<file path="config.mk">
export PLATFORM = sky130hd
export DESIGN_NAME = mips_cpu_bus_arbiter_lsu_flat
export DESIGN_NICKNAME = d
export VERILOG_FILES = /design/src/rtl/mips_cpu_bus_arbiter_lsu_if.sv /design/src/rtl/mips_cpu_bus_arbiter_lsu.sv /design/src/flat_wrapper.sv
export SDC_FILE = /design/constraint.sdc
export NUM_CORES = 1
export LEC_CHECK = 0
export CAP_MARGIN = 20
export CORE_ASPECT_RATIO = 0.8
export CORE_MARGIN = 3
export CORE_UTILIZATION = 39
export CTS_BUF_LIST = sky130_fd_sc_hd__clkbuf_16
export CTS_CLUSTER_DIAMETER = 150
export DETAILED_ROUTE_END_ITERATION = 10
export PLACE_DENSITY = 0.74
export SKIP_LAST_GASP = 1
export SLEW_MARGIN = 20
export SYNTH_ARGS = -nofsm -noshare
export SYNTH_HDL_FRONTEND = slang
export SYNTH_SLANG_ARGS = --single-unit
</file>
<file path="constraint.sdc">
create_clock -name clk -period 1.9 [get_ports clk]
set_clock_uncertainty 0.05 [all_clocks]
set_input_delay 0.285 -clock clk [delete_from_list [all_inputs] [get_ports clk]]
set_output_delay 0.285 -clock clk [all_outputs]
set_load 0.02 [all_outputs]
</file>
<file path="src/rtl/mips_cpu_bus_arbiter_lsu_if.sv">
// Avalon-MM master/slave bundle used by the MIPS bus arbiter/LSU.
interface mips_cpu_bus_arbiter_lsu_if;
  localparam int unsigned ADDR_W = 32;
  localparam int unsigned DATA_W = 32;
  localparam int unsigned BE_W   = DATA_W / 8;

  logic [ADDR_W-1:0] address;
  logic              read;
  logic              write;
  logic              waitrequest;
  logic [DATA_W-1:0] writedata;
  logic [BE_W-1:0]   byteenable;
  logic [DATA_W-1:0] readdata;

  modport master (
    output address, read, write, writedata, byteenable,
    input  waitrequest, readdata
  );

  modport slave (
    input  address, read, write, writedata, byteenable,
    output waitrequest, readdata
  );
endinterface

</file>
<file path="src/rtl/mips_cpu_bus_arbiter_lsu.sv">
// Shared Avalon-MM master for the multicycle MIPS core: fetch/data arbitration,
// lane steering, load extension and stall counting. Define MIPS_BUS_ALIGN_CHECK_EN
// to reject misaligned half/word data accesses with d_err instead of issuing them.
module mips_cpu_bus_arbiter_lsu #(
  parameter int unsigned ARB_MODE = 0,
  parameter int unsigned CNT_W    = 16
) (
  input  logic                            clk,
  input  logic                            reset,
  input  logic                            if_req,
  input  logic [31:0]                     if_addr,
  output logic                            if_ack,
  output logic [31:0]                     if_rdata,
  input  logic                            d_req,
  input  logic                            d_we,
  input  logic [31:0]                     d_addr,
  input  logic [1:0]                      d_size,
  input  logic                            d_signed,
  input  logic [31:0]                     d_wdata,
  output logic                            d_ack,
  output logic [31:0]                     d_rdata,
  output logic                            d_err,
  mips_cpu_bus_arbiter_lsu_if.master      bus,
  output logic [CNT_W-1:0]                stall_count
);

  localparam int unsigned DATA_W = 32;
  localparam int unsigned BE_W   = 4;

`ifdef MIPS_BUS_ALIGN_CHECK_EN
  localparam bit ALIGN_CHECK = 1'b1;
`else
  localparam bit ALIGN_CHECK = 1'b0;
`endif

  typedef enum logic [1:0] {IDLE, BUS, RESP} state_t;

  state_t            state, state_nxt;
  logic              cap_d, cap_d_nxt;
  logic              cap_we, cap_we_nxt;
  logic [1:0]        cap_size, cap_size_nxt;
  logic              cap_signed, cap_signed_nxt;
  logic [1:0]        cap_lane, cap_lane_nxt;
  logic              rr_favor_d, rr_favor_d_nxt;

  logic [31:0]       address_nxt;
  logic              read_nxt, write_nxt;
  logic [DATA_W-1:0] writedata_nxt;
  logic [BE_W-1:0]   byteenable_nxt;
  logic              if_ack_nxt, d_ack_nxt, d_err_nxt;
  logic [31:0]       if_rdata_nxt, d_rdata_nxt;
  logic [CNT_W-1:0]  stall_nxt;

  logic              any_req_c;
  logic              pick_d_c;
  logic [31:0]       sel_addr_c;
  logic              misalign_c;

  function automatic logic [BE_W-1:0] lane_be(input logic [1:0] size, input logic [1:0] lane);
    case (size)
      2'd0:    lane_be = 4'b0001 << lane;
      2'd1:    lane_be = lane[1] ? 4'b1100 : 4'b0011;
      default: lane_be = 4'b1111;
    endcase
  endfunction

  function automatic logic [DATA_W-1:0] steer_wdata(input logic [1:0] size, input logic [31:0] wd);
    case (size)
      2'd0:    steer_wdata = {4{wd[7:0]}};
      2'd1:    steer_wdata = {2{wd[15:0]}};
      default: steer_wdata = wd;
    endcase
  endfunction

  function automatic logic [31:0] load_ext(input logic [31:0] rd, input logic [1:0] size,
                                           input logic [1:0] lane, input logic sgn);
    logic [7:0]  b;
    logic [15:0] h;
    case (lane)
      2'd0:    b = rd[7:0];
      2'd1:    b = rd[15:8];
      2'd2:    b = rd[23:16];
      default: b = rd[31:24];
    endcase
    h = lane[1] ? rd[31:16] : rd[15:0];
    case (size)
      2'd0:    load_ext = {{24{sgn & b[7]}}, b};
      2'd1:    load_ext = {{16{sgn & h[15]}}, h};
      default: load_ext = rd;
    endcase
  endfunction

  // Data wins ties in fixed mode; in round-robin the port not granted last wins.
  assign any_req_c  = if_req | d_req;
  assign pick_d_c   = d_req & (~if_req | (ARB_MODE == 0) | rr_favor_d);
  assign sel_addr_c = pick_d_c ? d_addr : if_addr;
  assign misalign_c = ALIGN_CHECK & pick_d_c &
                      (((d_size == 2'd1) & d_addr[0]) | (d_size[1] & (d_addr[1:0] != 2'd0)));

  always_ff @(posedge clk) begin
    if (reset) begin
      state          <= IDLE;
      cap_d          <= 1'b0;
      cap_we         <= 1'b0;
      cap_size       <= 2'd0;
      cap_signed     <= 1'b0;
      cap_lane       <= 2'd0;
      rr_favor_d     <= 1'b1;
      bus.address    <= '0;
      bus.read       <= 1'b0;
      bus.write      <= 1'b0;
      bus.writedata  <= '0;
      bus.byteenable <= '0;
      if_ack         <= 1'b0;
      d_ack          <= 1'b0;
      d_err          <= 1'b0;
      if_rdata       <= '0;
      d_rdata        <= '0;
      stall_count    <= '0;
    end else begin
      state          <= state_nxt;
      cap_d          <= cap_d_nxt;
      cap_we         <= cap_we_nxt;
      cap_size       <= cap_size_nxt;
      cap_signed     <= cap_signed_nxt;
      cap_lane       <= cap_lane_nxt;
      rr_favor_d     <= rr_favor_d_nxt;
      bus.address    <= address_nxt;
      bus.read       <= read_nxt;
      bus.write      <= write_nxt;
      bus.writedata  <= writedata_nxt;
      bus.byteenable <= byteenable_nxt;
      if_ack         <= if_ack_nxt;
      d_ack          <= d_ack_nxt;
      d_err          <= d_err_nxt;
      if_rdata       <= if_rdata_nxt;
      d_rdata        <= d_rdata_nxt;
      stall_count    <= stall_nxt;
    end
  end

  always_comb begin
    state_nxt = state;
    case (state)
      IDLE: if (any_req_c) state_nxt = misalign_c ? RESP : BUS;
      BUS:  if (!bus.waitrequest) state_nxt = RESP;
      RESP: state_nxt = IDLE;
      default: state_nxt = IDLE;
    endcase
  end

  always_comb begin
    cap_d_nxt      = cap_d;
    cap_we_nxt     = cap_we;
    cap_size_nxt   = cap_size;
    cap_signed_nxt = cap_signed;
    cap_lane_nxt   = cap_lane;
    rr_favor_d_nxt = rr_favor_d;
    address_nxt    = bus.address;
    read_nxt       = bus.read;
    write_nxt      = bus.write;
    writedata_nxt  = bus.writedata;
    byteenable_nxt = bus.byteenable;
    if_ack_nxt     = 1'b0;
    d_ack_nxt      = 1'b0;
    d_err_nxt      = 1'b0;
    if_rdata_nxt   = if_rdata;
    d_rdata_nxt    = d_rdata;
    stall_nxt      = stall_count;
    case (state)
      IDLE: begin
        if (any_req_c) begin
          cap_d_nxt      = pick_d_c;
          cap_we_nxt     = pick_d_c & d_we;
          cap_size_nxt   = pick_d_c ? d_size : 2'd2;
          cap_signed_nxt = d_signed;
          cap_lane_nxt   = sel_addr_c[1:0];
          rr_favor_d_nxt = ~pick_d_c;
          if (misalign_c) begin
            d_ack_nxt   = 1'b1;
            d_err_nxt   = 1'b1;
            d_rdata_nxt = '0;
          end else begin
            address_nxt    = {sel_addr_c[31:2], 2'b00};
            read_nxt       = ~(pick_d_c & d_we);
            write_nxt      = pick_d_c & d_we;
            byteenable_nxt = lane_be(pick_d_c ? d_size : 2'd2, sel_addr_c[1:0]);
            if (pick_d_c & d_we) writedata_nxt = steer_wdata(d_size, d_wdata);
          end
        end
      end
      BUS: begin
        if (bus.waitrequest) begin
          if (stall_count != {CNT_W{1'b1}}) stall_nxt = stall_count + CNT_W'(1);
        end else begin
          read_nxt  = 1'b0;
          write_nxt = 1'b0;
          if (cap_d) begin
            d_ack_nxt   = 1'b1;
            d_rdata_nxt = cap_we ? 32'h0 : load_ext(bus.readdata, cap_size, cap_lane, cap_signed);
          end else begin
            if_ack_nxt   = 1'b1;
            if_rdata_nxt = bus.readdata;
          end
        end
      end
      default: ;
    endcase
  end

endmodule

</file>
<file path="src/flat_wrapper.sv">
// flat-port wrapper written by rule: the top's interface ports become plain ports
module mips_cpu_bus_arbiter_lsu_flat 
#(
  parameter int unsigned ARB_MODE = 0,
  parameter int unsigned CNT_W    = 16
)
  (clk, reset, if_req, if_addr, if_ack, if_rdata, d_req, d_we, d_addr, d_size, d_signed, d_wdata, d_ack, d_rdata, d_err, stall_count, bus_address, bus_read, bus_write, bus_writedata, bus_byteenable, bus_waitrequest, bus_readdata);
  mips_cpu_bus_arbiter_lsu_if bus_i ();
  input  logic clk;
  input  logic reset;
  input  logic if_req;
  input  logic [31:0] if_addr;
  output logic if_ack;
  output logic [31:0] if_rdata;
  input  logic d_req;
  input  logic d_we;
  input  logic [31:0] d_addr;
  input  logic [1:0] d_size;
  input  logic d_signed;
  input  logic [31:0] d_wdata;
  output logic d_ack;
  output logic [31:0] d_rdata;
  output logic d_err;
  output logic [CNT_W-1:0] stall_count;
  output wire logic [$bits(bus_i.address)-1:0] bus_address;
  output wire logic [$bits(bus_i.read)-1:0] bus_read;
  output wire logic [$bits(bus_i.write)-1:0] bus_write;
  output wire logic [$bits(bus_i.writedata)-1:0] bus_writedata;
  output wire logic [$bits(bus_i.byteenable)-1:0] bus_byteenable;
  input wire logic [$bits(bus_i.waitrequest)-1:0] bus_waitrequest;
  input wire logic [$bits(bus_i.readdata)-1:0] bus_readdata;
  assign bus_address = bus_i.address;
  assign bus_read = bus_i.read;
  assign bus_write = bus_i.write;
  assign bus_writedata = bus_i.writedata;
  assign bus_byteenable = bus_i.byteenable;
  assign bus_i.waitrequest = bus_waitrequest;
  assign bus_i.readdata = bus_readdata;
  mips_cpu_bus_arbiter_lsu #(.ARB_MODE(ARB_MODE), .CNT_W(CNT_W)) u_core (.clk(clk), .reset(reset), .if_req(if_req), .if_addr(if_addr), .if_ack(if_ack), .if_rdata(if_rdata), .d_req(d_req), .d_we(d_we), .d_addr(d_addr), .d_size(d_size), .d_signed(d_signed), .d_wdata(d_wdata), .d_ack(d_ack), .d_rdata(d_rdata), .d_err(d_err), .bus(bus_i), .stall_count(stall_count));
endmodule
</file>
* After elaboration in Yosys (flattened, before gate mapping)
Index checks and enable logic that the tools add are counted.
** Storage, ports and cells
- Bits in latches :: 0
- Memories kept :: 0
- Memory bits (read-only) :: 0
- Bits in writable memories :: 0
- Register bits :: 159
- Bits of input ports :: 137
- Output and inout bits :: 153
** Operators by class
- Divide/modulo/power cells :: 0
- Eq/ne operators :: 9
- Shift-type cells :: 1
- Muxes and demuxes :: 22
- Bitwise gates (word level) :: 8
- Multiply operators :: 0
- Reductions and logical operators :: 14
- Magnitude comparators :: 0
- Add/subtract/negate cells :: 1
** Operators with widths (count)
- 32-bit case mux with 2 select lines :: 2
- 32-bit two-way mux :: 2
- 8-bit two-way mux :: 3
- 8-bit case mux with 3 select lines :: 1
- 16-bit by 1-bit adder with 16-bit output (second input constant) :: 1
- 16-bit two-way mux :: 1
- 16-bit != test (second input constant) :: 1
- 3-bit AND reduction :: 5
- 2-bit by 1-bit equality test with 1-bit output (second input constant) :: 5
- 2-bit logical NOT :: 5
- 4-bit case mux with 2 select lines :: 1
- 2-bit two-way mux :: 3
- 1-bit two-way mux :: 5
- 4-bit two-way mux :: 1
- 1-bit inverter :: 4
- 1-bit case mux with 2 select lines :: 2
- 2-bit case mux with 2 select lines :: 1
- 2-bit AND reduction :: 2
- 1-bit by 2-bit << shifter with 4-bit output (first input constant) :: 1
- 1-bit AND :: 3
- 3-bit OR reduction :: 1
- 2-bit equality test (second input constant) :: 1
- 2-bit by 1-bit != test with 1-bit output (second input constant) :: 1
- 2-bit != test (second input constant) :: 1
- 2 further kinds :: 2

* Depth between registers and ports, before layout
Gate-level depths: netlist of the first run.
- Word-level depth :: 8
- Depth in mapped cells :: 6
- Mapped depth without buffers :: 5

* Worst setup path before layout of the first run
Ideal clock, no wire load.
- Path kind :: flip-flop to flip-flop
- Start :: register u_core.stall_count[3]
- End :: register u_core.stall_count[13]
- Setup slack :: -0.058 ns
- Stages on the path, launching flop included :: 6
- Arrival time :: 1.788 ns
- Buffers on the path :: 1
- Cell sequence :: dfxtp_1 -> nand4_1 -> or3_1 -> buf_2 -> and4bb_2 -> mux2_2
** On the way
- Word-level cells in the longest chain between the ends :: 2
- Elaborated cells between the ends (all ways) :: 3
- Classes of those cells :: 1 x add/sub; 1 x eq/ne; 1 x reduce/logical
** RTL lines
- from (decl) :: line mips_cpu_bus_arbiter_lsu.sv:24 : output logic [CNT_W-1:0] stall_count
- from (signal assigned) :: line mips_cpu_bus_arbiter_lsu.sv:138 : stall_count <= stall_nxt;
- branches (longest 2 deep; another with 16-bit by 1-bit adder with 16-bit output)
Several ways; the timed one is not identified.
A chain may end at the register's enable or synchronous reset.

* Worst setup path after layout of the first run
- Start :: register u_core.stall_count[10]
- End :: output port stall_count[10]
** RTL lines
- to (decl) :: line flat_wrapper.sv:24 : output logic [CNT_W-1:0] stall_count;
No word-level cell between the ends.

==> summary.txt, run 1 <==
Drt
  • DRC: 0
  • Total Wirelength: 23.4 mm
  • Post-route ant nets: 0
  • Iter 0 DRT Violations: 568
  • Via Count: roughly 7200
  • 1st-pass router iterations: 5
  • Vias per cell: 5.23
  • DR WL/cell: 17.0 µm

STA
  • Max transition margin: a little over 50%
  • Slew @ Worst Pin: 0.741 ns
  • Period minus WS final: 1.83 ns
  • Setup TNS: 0 ns
  • Final Cycle Share: 96.5%
  • Max-slew violations: 0
  • Fmax: ~0.55 GHz
  • Post-layout worst setup margin: 0.0665 ns
  • Endpoints failing setup: 0
  • Hold Fails Final Rpt: 0

Clocking
  • CTS tree: built
  • Worst-skew pair later-pin latency: 0.42 ns
  • Clk slew on worst S/H paths: 0.06 ns
  • Num CTS Buffers: 17
  • CTS Buffer Depth: 2
  • Hold Buf Count CTS: 0
  • H-tree level count: 4
  • CTS Sinks: 159
  • Clock tree root buffer cell: clkbuf_16

Setup path
  • Critical path's top delay family: buffers and inverters
  • CP required: approximately 1.6 ns
  • Crit-path max cell delay: 0.65 ns
  • Crit start category: flop
  • Crit end category: primary output
  • Worst Path Buf+Inv: 1
  • Worst-path cell chain: clkdlybuf4s50_1
  • Crit Path Class: flop to primary output
  • CP Data Arrival Time: 1.50 ns
  • Slowest CP cell: clkdlybuf4s50_1
  • Crit path max fanout: 6

Floorplanning
  • Site row count: 42
  • Starting Density: about two fifths
  • Full die area: 0.0194 mm²
  • Core Area: 0.0170 mm²
  • Vert. Die Dim: 125 µm
  • Die width: about 150 µm
  • Ports: 290

Yosys
  • Yosys reg bits: 159
  • Dominant synthesized flop cell: dfxtp_1
  • Dominant cells by area after synthesis: dfxtp_1, nand2_1, mux2i_1, a21oi_1, o21ai_0
  • Mapped cell area: 0.00692 mm²
  • Post-synth top area share: 46.0%
  • Register area share after synthesis: 46.0%
  • Post-synth ARST share: 0%
  • Synth warnings: 0
  • Syn_area_per_cell: 8.32 µm²
  • Number of synthesized flops with an enable pin: 0
  • Netlist cell types: 56
  • Synth Instances: 832
  • Synth area leader: dfxtp_1

Final layout
  • Most frequent cells in the layout: clkdlybuf4s50_1, nand2_1, dfxtp_1
  • Layout Area Growth over Synthesis: 58.1%
  • Inserted Diodes: 0
  • Most common cell after layout, fill and taps aside: clkdlybuf4s50_1
  • Register area: around 0.0032 mm²
  • Multi-input gate area: 0.00348 mm²
  • Final Non-Filler Cells: 1370
  • Share of cells above drive strength 1: 11.1%
  • Fillers: between 1000 and 1500
  • NumNets Final: 1276

Power
  • Worst vdd ir: 546 µV
  • Cell Pwr Density: 773 mW/mm²
  • Leakage: 4.08 nW

Placed design
  • Dpl cells: ~1300
  • Pre-CTS setup slack: -0.322 ns
  • DP HPWL: 17.5 mm
  • Routability cong.: 0.957
  • IO Port Bufs: between 200 and 300

GRT
  • M3 GR Usage: 7.70%
  • Initial antenna violation count: 0
  • Largest net degree at the start of global routing: a little over 70
  • Global-route wire length before repair: 36.2 mm
  • Most Used Layer, Global Route: met2
  • M2 GR Usage: 34.8%
  • Global Route met1 Usage: between 30% and 40%
  • Vias in the first global route: 6641
  • Total gr overflow: 0
  • Total GRT Usage: 23.1%

Status
  • Outcome: finished, final reports clean

Flow run
  • Maxcap violations: 0

Hold path
  • Hold crit path type: input port to flop
==> flip-flops by register name, summed over array words and instances, names as in the netlist <==
register / cells
u_core.state: 2
u_core.bus.writedata: 32
u_core.bus.byteenable: 4
u_core.cap_signed: 1
u_core.cap_d: 1
u_core.if_rdata: 32
u_core.bus.write: 1
u_core.cap_size: 2
u_core.bus.read: 1
u_core.d_rdata: 32
u_core.if_ack: 1
u_core.stall_count: 16
u_core.bus.address: 30
u_core.cap_we: 1
u_core.d_ack: 1
u_core.cap_lane: 2
==> tightest hold or removal path, stage by stage <==
cell     delay [ns]
buf_2          0.15
nand2_1        0.08
a21oi_1        0.06
==> layer usage <==
layer / wire (µm) / part of all wire [%]
met2: 10300 / 44
met1: 10400 / 44
met3: 2170 / 9.3
met4: 467 / 2.0
met5: 0 / 0
==> path summary, 6_finish.rpt <==
kind,start,to,slack (ns),cells past startpoint
worst max-delay path,u_core.stall_count[10]$_SDFFE_PP0P_,stall_count[10],0.07,1
worst min-delay path,d_req,u_core.cap_d$_SDFFE_PP0P_,0.16,3
worst min register to register,u_core.if_rdata[5]$_SDFFE_PP0P_,u_core.if_rdata[5]$_SDFFE_PP0P_,0.40,2
worst max register to register,u_core.stall_count[0]$_SDFFE_PP0P_,u_core.stall_count[8]$_SDFFE_PP0P_,0.07,5
==> power breakdown <==
group,switching [W],internal [W]
Clock,0.00135,0.00164
Sequential,0.000104,0.00352
Combinational,0.000943,0.000905
==> cell type report <==
type	instances	share of cell area, %
Clock inverter	14	0.755
Multi-Input combinational cell	599	31.8
Clock buffer	17	3.89
Tap cell	220	2.52
Sequential cell	159	29.2
Timing Repair Buffer	352	31.6
Inverter	9	0.309
==> cell families (layout without fill, tap and decap cells) <==
group                    count (synthesis)  count (layout)  share of synthesized area, %
AO/OA/AOI/OAI                          245             245                          21.7
adder cells (fa/ha/maj)                  1               1                         0.181
buffers and inverters                   76             392                          4.37
flip-flops                             159             159                          46.0
multiplexers                            63              63                          9.31
other                                    1               3                        0.0542
AND/OR/NAND/NOR                        287             287                          18.3
==> through the flow <==
stage                     hold slack, ns  power [W]  util [%]  area (µm²)
after global placement             0.384    0.00552      61.3       10400
after floorplan                    0.371    0.00457         -        6940
after CTS                          0.145    0.00852      64.3       10900
after detailed placement           0.392    0.00554      61.3       10400
final                              0.165    0.00846      64.5       10900
after global routing               0.163    0.00882      64.5       10900
==> what timing repair did <==
action	in CTS	in global routing
endpoints found under the setup margin	0	25
gates resized for setup	0	7
buffers inserted	0	0
==> cell usage after synthesis (7+ instances only) <==
cell type / instances
dfxtp_1: 159
nand2_1: 154
a21oi_1: 79
o21ai_0: 73
nor2_1: 72
clkbuf_1: 54
mux2i_1: 52
a211oi_1: 42
mux2_2: 11
nor3_1: 11
a311oi_1: 9
a32o_1: 8
inv_1: 8
nor2b_1: 8
nand3_1: 7
o21a_1: 7
o21bai_1: 7
Power figures use the tool's default switching activity.
==> run 2: changes to the inputs <==
--- a/config.mk
+++ b/config.mk
@@ -5,6 +5,7 @@
 export SDC_FILE = /design/constraint.sdc
 export NUM_CORES = 1
 export LEC_CHECK = 0
+export ABC_CLOCK_PERIOD_IN_PS = 1900
 export CAP_MARGIN = 20
 export CORE_ASPECT_RATIO = 0.8
 export CORE_MARGIN = 3
@@ -12,6 +13,7 @@
 export CTS_BUF_LIST = sky130_fd_sc_hd__clkbuf_16
 export CTS_CLUSTER_DIAMETER = 150
 export DETAILED_ROUTE_END_ITERATION = 10
+export HOLD_SLACK_MARGIN = 0.03
 export PLACE_DENSITY = 0.74
 export SKIP_LAST_GASP = 1
 export SLEW_MARGIN = 20
==> results of run 2 <==
Same layout as run 1: the final DEF is identical, and so are final timing and power.
